`src/rtl/div_unit_pkg.sv`:
```
// Shared constants for the divide unit: default datapath width and op encodings.
package div_unit_pkg;

    localparam int unsigned DIV_DATA_WIDTH = 32;

    // div_control[2] selects signed operation; [1:0] == 00 is not a divide
    localparam logic [2:0] DIV_CTRL_DIV  = 3'b110;
    localparam logic [2:0] DIV_CTRL_DIVU = 3'b010;
    localparam logic [2:0] DIV_CTRL_REM  = 3'b101;
    localparam logic [2:0] DIV_CTRL_REMU = 3'b001;

endpackage

```
`src/rtl/div_unit.sv`:
```
// Iterative restoring radix-2 divider producing signed and unsigned quotient/remainder.
// Divide-by-zero and signed overflow resolve in a single cycle.
module div_unit
    import div_unit_pkg::*;
#(
    parameter int unsigned DATA_WIDTH = DIV_DATA_WIDTH
) (
    input  logic                  clk,
    input  logic                  rst_n,
    input  logic                  div_req_valid,
    output logic                  div_req_ready,
    input  logic [DATA_WIDTH-1:0] dividend,
    input  logic [DATA_WIDTH-1:0] divisor,
    input  logic [2:0]            div_control,
    input  logic                  div_flush,
    output logic                  div_type_ok,
    input  logic                  div_rsp_ready,
    output logic [DATA_WIDTH-1:0] signed_div_res,
    output logic [DATA_WIDTH-1:0] unsigned_div_res,
    output logic [DATA_WIDTH-1:0] signed_rem_res,
    output logic [DATA_WIDTH-1:0] unsigned_rem_res
);

    localparam int unsigned CNT_W = (DATA_WIDTH > 1) ? $clog2(DATA_WIDTH) : 1;
    localparam logic [CNT_W-1:0] LAST_ITER = CNT_W'(DATA_WIDTH - 1);
    localparam logic [DATA_WIDTH-1:0] MIN_NEG = {1'b1, {(DATA_WIDTH-1){1'b0}}};

    typedef enum logic [1:0] {
        IDLE = 2'd0,
        CALC = 2'd1,
        DONE = 2'd2
    } state_t;

    state_t                state;
    logic [CNT_W-1:0]      cnt;
    logic [DATA_WIDTH-1:0] rem_q;
    logic [DATA_WIDTH-1:0] quo_q;
    logic [DATA_WIDTH-1:0] dvs_q;
    logic                  neg_quo;
    logic                  neg_rem;

    logic                  accept;
    logic                  op_signed;
    logic                  div_zero;
    logic                  overflow;
    logic [DATA_WIDTH-1:0] dividend_mag;
    logic [DATA_WIDTH-1:0] divisor_mag;
    logic [DATA_WIDTH:0]   shifted;
    logic [DATA_WIDTH:0]   trial;
    logic [DATA_WIDTH-1:0] next_rem;
    logic [DATA_WIDTH-1:0] next_quo;
    logic [DATA_WIDTH-1:0] fin_quo;
    logic [DATA_WIDTH-1:0] fin_rem;

    assign div_req_ready = (state == IDLE);

    // Request decode and operand magnitudes
    assign accept       = div_req_valid && (state == IDLE) && (div_control[1:0] != 2'b00);
    assign op_signed    = div_control[2];
    assign div_zero     = (divisor == '0);
    assign overflow     = op_signed && (dividend == MIN_NEG) && (divisor == '1);
    assign dividend_mag = (op_signed && dividend[DATA_WIDTH-1]) ? (~dividend + DATA_WIDTH'(1)) : dividend;
    assign divisor_mag  = (op_signed && divisor[DATA_WIDTH-1])  ? (~divisor + DATA_WIDTH'(1))  : divisor;

    // One restoring step: the borrow bit of the trial subtraction decides the quotient bit
    assign shifted  = {rem_q, quo_q[DATA_WIDTH-1]};
    assign trial    = shifted - {1'b0, dvs_q};
    assign next_rem = trial[DATA_WIDTH] ? shifted[DATA_WIDTH-1:0] : trial[DATA_WIDTH-1:0];
    assign next_quo = {quo_q[DATA_WIDTH-2:0], ~trial[DATA_WIDTH]};
    assign fin_quo  = neg_quo ? (~next_quo + DATA_WIDTH'(1)) : next_quo;
    assign fin_rem  = neg_rem ? (~next_rem + DATA_WIDTH'(1)) : next_rem;

    always_ff @(posedge clk or negedge rst_n) begin
        if (!rst_n) begin
            state            <= IDLE;
            cnt              <= '0;
            rem_q            <= '0;
            quo_q            <= '0;
            dvs_q            <= '0;
            neg_quo          <= 1'b0;
            neg_rem          <= 1'b0;
            div_type_ok      <= 1'b0;
            signed_div_res   <= '0;
            unsigned_div_res <= '0;
            signed_rem_res   <= '0;
            unsigned_rem_res <= '0;
        end else if (div_flush) begin
            state       <= IDLE;
            cnt         <= '0;
            div_type_ok <= 1'b0;
        end else begin
            case (state)
                IDLE: begin
                    if (accept) begin
                        if (div_zero) begin
                            state            <= DONE;
                            div_type_ok      <= 1'b1;
                            signed_div_res   <= '1;
                            unsigned_div_res <= '1;
                            signed_rem_res   <= dividend;
                            unsigned_rem_res <= dividend;
                        end else if (overflow) begin
                            state            <= DONE;
                            div_type_ok      <= 1'b1;
                            signed_div_res   <= MIN_NEG;
                            unsigned_div_res <= MIN_NEG;
                            signed_rem_res   <= '0;
                            unsigned_rem_res <= '0;
                        end else begin
                            state   <= CALC;
                            cnt     <= '0;
                            rem_q   <= '0;
                            quo_q   <= dividend_mag;
                            dvs_q   <= divisor_mag;
                            neg_quo <= op_signed && (dividend[DATA_WIDTH-1] ^ divisor[DATA_WIDTH-1]);
                            neg_rem <= op_signed && dividend[DATA_WIDTH-1];
                        end
                    end
                end
                CALC: begin
                    rem_q <= next_rem;
                    quo_q <= next_quo;
                    cnt   <= cnt + CNT_W'(1);
                    if (cnt == LAST_ITER) begin
                        state            <= DONE;
                        cnt              <= '0;
                        div_type_ok      <= 1'b1;
                        unsigned_div_res <= next_quo;
                        unsigned_rem_res <= next_rem;
                        signed_div_res   <= fin_quo;
                        signed_rem_res   <= fin_rem;
                    end
                end
                DONE: begin
                    if (div_rsp_ready) begin
                        state       <= IDLE;
                        div_type_ok <= 1'b0;
                    end
                end
                default: begin
                    state       <= IDLE;
                    div_type_ok <= 1'b0;
                end
            endcase
        end
    end

endmodule

```
`config.mk`:
```
export PLATFORM = sky130hd
export DESIGN_NAME = div_unit
export DESIGN_NICKNAME = d
export VERILOG_FILES = /design/src/rtl/div_unit_pkg.sv /design/src/rtl/div_unit.sv
export SDC_FILE = /design/constraint.sdc
export NUM_CORES = 1
export LEC_CHECK = 0
export ABC_CLOCK_PERIOD_IN_PS = 7100
export BUFFER_PORTS_ARGS = -buffer_cell sky130_fd_sc_hd__buf_4
export CAP_MARGIN = 5
export CORE_ASPECT_RATIO = 2
export CORE_UTILIZATION = 55
export CTS_CLUSTER_SIZE = 16
export DETAILED_ROUTE_END_ITERATION = 16
export HOLD_SLACK_MARGIN = 0.03
export PLACE_DENSITY = 0.76
export RECOVER_POWER = 25
export SLEW_MARGIN = 20
export SYNTH_ARGS = -nofsm -noshare
export SYNTH_HDL_FRONTEND = slang
export SYNTH_SLANG_ARGS = --single-unit
```
`constraint.sdc`:
```
create_clock -name clk -period 7.1 [get_ports clk]
set_input_delay 0.355 -clock clk [delete_from_list [all_inputs] [get_ports clk]]
set_output_delay 0.355 -clock clk [all_outputs]
set_load 0.01 [all_outputs]
```
==> qor.csv <==
stage;metric;value;unit
outcome;status;complete, but fails checks;
outcome;violations;capacitance limit, slew limit;
setup_path;endpoint_kind;flip-flop;
setup_path;cp_slowest_cell;a22o_1;
logic_synthesis;synthArstFlopShare;100.0;%
sta;slew_headroom;-85.43;%
setup_path;critPathBufInv;3;
logic_synthesis;syn_area;15540;µm²
logic_synthesis;synth_cells;1904;
drt;drt-vias-per-instance;6.180;
final_layout;finalNetCount;2133;
floorplan;initial_utilization;56.21;%
drt;dr_total_vias;14750;
sta;tns;0;ns
clock_tree;cts_resized;0;
setup_path;critPathMostFrequentCell;ha_1;
placement;dpl.hpwl;36.42;mm
logic_synthesis;yosysWarnings;0;
clock_tree;root_buffer;clkbuf_16;
setup_path;max_stage_delay;0.50;ns
floorplan;die_w;120.9;µm
drt;post_drt_wl_per_cell;20.13;µm
sta;finalCritPeriodShare;73.03;%
logic_synthesis;ys.flop_type;dfrtp_1;
setup_path;crit_path_start_kind;flip-flop;
floorplan;design.core.area;27650;µm²
power;cellLeakagePower;7.555;nW
logic_synthesis;yosysSeqAreaShare;37.51;%
global_route;grt_pass1_vias;14180;
logic_synthesis;ys_ff_latch;233;
power;power.density;225.1;nW/µm²
clock_tree;htree_levels;1;
placement;dp.cells;2345;
logic_synthesis;synth_top_area_share;37.51;%
logic_synthesis;synth_area_leaders;dfrtp_1, o21ai_0, nand2_1;
final_layout;antenna_cells;0;
setup_path;crit_type;reg2reg;
clock_tree;cts_sinks;233;
setup_path;rrSetupSlack;1.91;ns
drt;first_iter_violations;1112;
floorplan;die_h;239.8;µm
global_route;globalRouteTotalUtil;32.97;%
logic_synthesis;synth-edff-count;0;
drt;post-route-drc-count;0;
global_route;grt_pass1_wl;74.55;mm
sta;setup_ws;1.915;ns
clock_tree;postCtsSetupBuffers;0;
power;ir_drop;0.1628;mV
drt;dr.pass1.iters;6;
sta;worstMarginPinSlew;2.781;ns
sta;finalHoldViolCount;0;
floorplan;rows;86;
clock_tree;cts_buffer_depth;3;
clock_tree;clk_pin_slew_worst_paths;0.06;ns
floorplan;die_area;28980;µm²
placement;io_buffers;201;
placement;dp_slack;1.971;ns
logic_synthesis;syn-num-nets;2016;
setup_path;path_max_fanout;30;
logic_synthesis;yosysUniqueCellTypes;100;
logic_synthesis;syn_area_per_cell;8.164;µm²
floorplan;ioPinCount;202;
final_layout;fin_cells;2387;
final_layout;fill_cells;2479;
drt;ant_nets;0;
sta;rsz0062_at_grt;no;
setup_path;crit_path_cell_trace;inv_1 -> ha_1 -> fa_1 -> nand2b_1 -> a21oi_4 -> a31oi_4 -> o31ai_4 -> a22o_1 -> nor2_8 -> clkinv_4 -> buf_4 -> ha_1 -> nand3_1 -> nor4_1 -> nand2_1 -> o31ai_1 -> o21a_1 -> xnor2_1 -> a21oi_1 -> o21ai_0;
worst_hold_path;hold_class;in2reg;
setup_path;cp.required;7.54;ns
final_layout;final_common_cell;nand2_1;
logic_synthesis;synth_top_cell_by_area;dfrtp_1;
setup_path;arrival;5.62;ns
clock_tree;ctsHoldBuffers;2;
clock_tree;cts_buffers;23;
flow_run;cap_violations;2;
global_route;grt_overflow;0;
final_layout;drive_above_1_share;13.17;%
drt;wl;48.06;mm
final_layout;syn2layout_area_growth;13.75;%
setup_path;cp_top_family;compound AO/OA/AOI/OAI gates;
sta;setup_viol_count_final;0;
sta;fin_skew;0.01455;ns
sta;maxSlewViolCount;96;
sta;max_freq;0.1929;GHz
clock_tree;clock_latency;0.53;ns
sta;period_minus_slack;5.185;ns
clock_tree;cts_tree;done;
global_route;antenna_found_initial;0;
global_route;grt_max_degree;191;
placement;gp_congestion;1.031;
final_layout;final_cell_mix;nand2_1, dfrtp_1, o21ai_0;
registers in the layout, indices dropped and copies added (netlist names), 2 cells and up:
| name | count |
|---|---|
| signed_rem_res | 32 |
| quo_q | 32 |
| dvs_q | 32 |
| unsigned_div_res | 32 |
| unsigned_rem_res | 31 |
| state | 2 |
| rem_q | 32 |
| signed_div_res | 32 |
| cnt | 5 |
cell type report:
type,instances,area [µm²],share of cell area (%)
clock buffers,28,614.3,3.474
clock inverters,11,120.1,0.6793
inverters,52,200.2,1.132
multi-input cells,1490,9010,50.96
flip-flops and latches,233,5831,32.97
well taps,352,440.4,2.491
repair buffers,221,1466,8.293
kinds of logic (layout without fill, tap and decap cells):
group | count (synthesis) | in the layout | synth area share (%)
AOI/OAI and AO/OA | 593 | 593 | 23.51
xor gates and xnor gates | 129 | 129 | 7.268
adders and majority gates | 40 | 40 | 3.268
buffers and inverters | 181 | 312 | 4.781
DFF | 233 | 233 | 37.51
muxes | 54 | 54 | 3.662
and+or+nand+nor | 674 | 674 | 20.00
layer usage:
layer	global-route usage (%)	part of all wire, %
met1	34.80	36
met2	60.12	52
met3	3.405	4.6
met4	23.23	7.4
met5	0	0
worst paths after layout:
kind,from,endpoint,cells past startpoint
setup / recovery,quo_q[31]$_DFFE_PN0P_,signed_div_res[30]$_DFFE_PN0P_,20
hold / removal,div_flush,cnt[4]$_DFFE_PN0P_,2
setup reg to reg,quo_q[31]$_DFFE_PN0P_,signed_div_res[30]$_DFFE_PN0P_,20
hold reg to reg,unsigned_div_res[17]$_DFFE_PN0P_,unsigned_div_res[17]$_DFFE_PN0P_,2
max in group asynchronous,rst_n,signed_div_res[7]$_DFFE_PN0P_,4
min in group asynchronous,rst_n,signed_div_res[11]$_DFFE_PN0P_,2
worst reg2reg max path, stage by stage (launching register included):
cell	delay (ns)
dfrtp_1	0.34
inv_1	0.07
ha_1	0.24
fa_1	0.42
nand2b_1	0.23
a21oi_4	0.22
a31oi_4	0.18
o31ai_4	0.34
a22o_1	0.50
nor2_8	0.09
clkinv_4	0.08
buf_4	0.34
ha_1	0.27
nand3_1	0.12
nor4_1	0.45
nand2_1	0.23
o31ai_1	0.39
o21a_1	0.20
xnor2_1	0.11
a21oi_1	0.08
o21ai_0	0.19
through the flow:
stage | total power [W] | hold WS, ns | utilization, % | cell area [µm²]
CTS | 0.003980 | 0.1086 | 64.70 | 17890
finish | 0.003980 | 0.1216 | 63.94 | 17680
global placement | 0.002716 | 0.2643 | 61.97 | 17140
global route | 0.004168 | 0.1335 | 63.94 | 17680
floorplan | 0.002390 | 0.05941 | - | 15540
detailed placement | 0.002748 | 0.2675 | 61.97 | 17140
cell usage after synthesis, types with 4 or more instances:
cell and n:
a211oi_1 8, dfrtp_1 233, nand3_1 25, o21ai_1 13, nand3b_1 5, o21ai_0 213
buf_2 22, clkbuf_1 95, o311ai_0 5, mux2_2 23, ha_1 39, a41oi_1 4
or2_2 8, o41ai_1 9, a2111oi_0 4, or3_1 14, a31oi_1 34, xnor2_1 87
xor2_1 42, buf_1 5, mux2i_1 31, nor3b_1 4, nand2_1 272, nand2b_1 12
a21o_1 11, and2_1 11, nand4_1 16, o31ai_1 30, nor2_1 193, o211ai_1 9
a221oi_1 18, o21a_1 8, a22oi_1 5, nor3_1 44, or4_1 13, and3_1 9
a21oi_1 171, nor2b_1 4, inv_1 50, nor4_1 20, a21oi_2 4
power breakdown:
| part | switching, W | internal [W] | leakage, nW | total [W] |
|---|---|---|---|---|
| logic | 0.000722 | 0.000450 | 4.14 | 0.00117 |
| registers | 0.000133 | 0.00144 | 3.06 | 0.00157 |
| clock network | 0.000548 | 0.000691 | 0.355 | 0.00124 |
| total | 0.00140 | 0.00258 | 7.56 | 0.00398 |
Power figures use the tool's default switching activity.
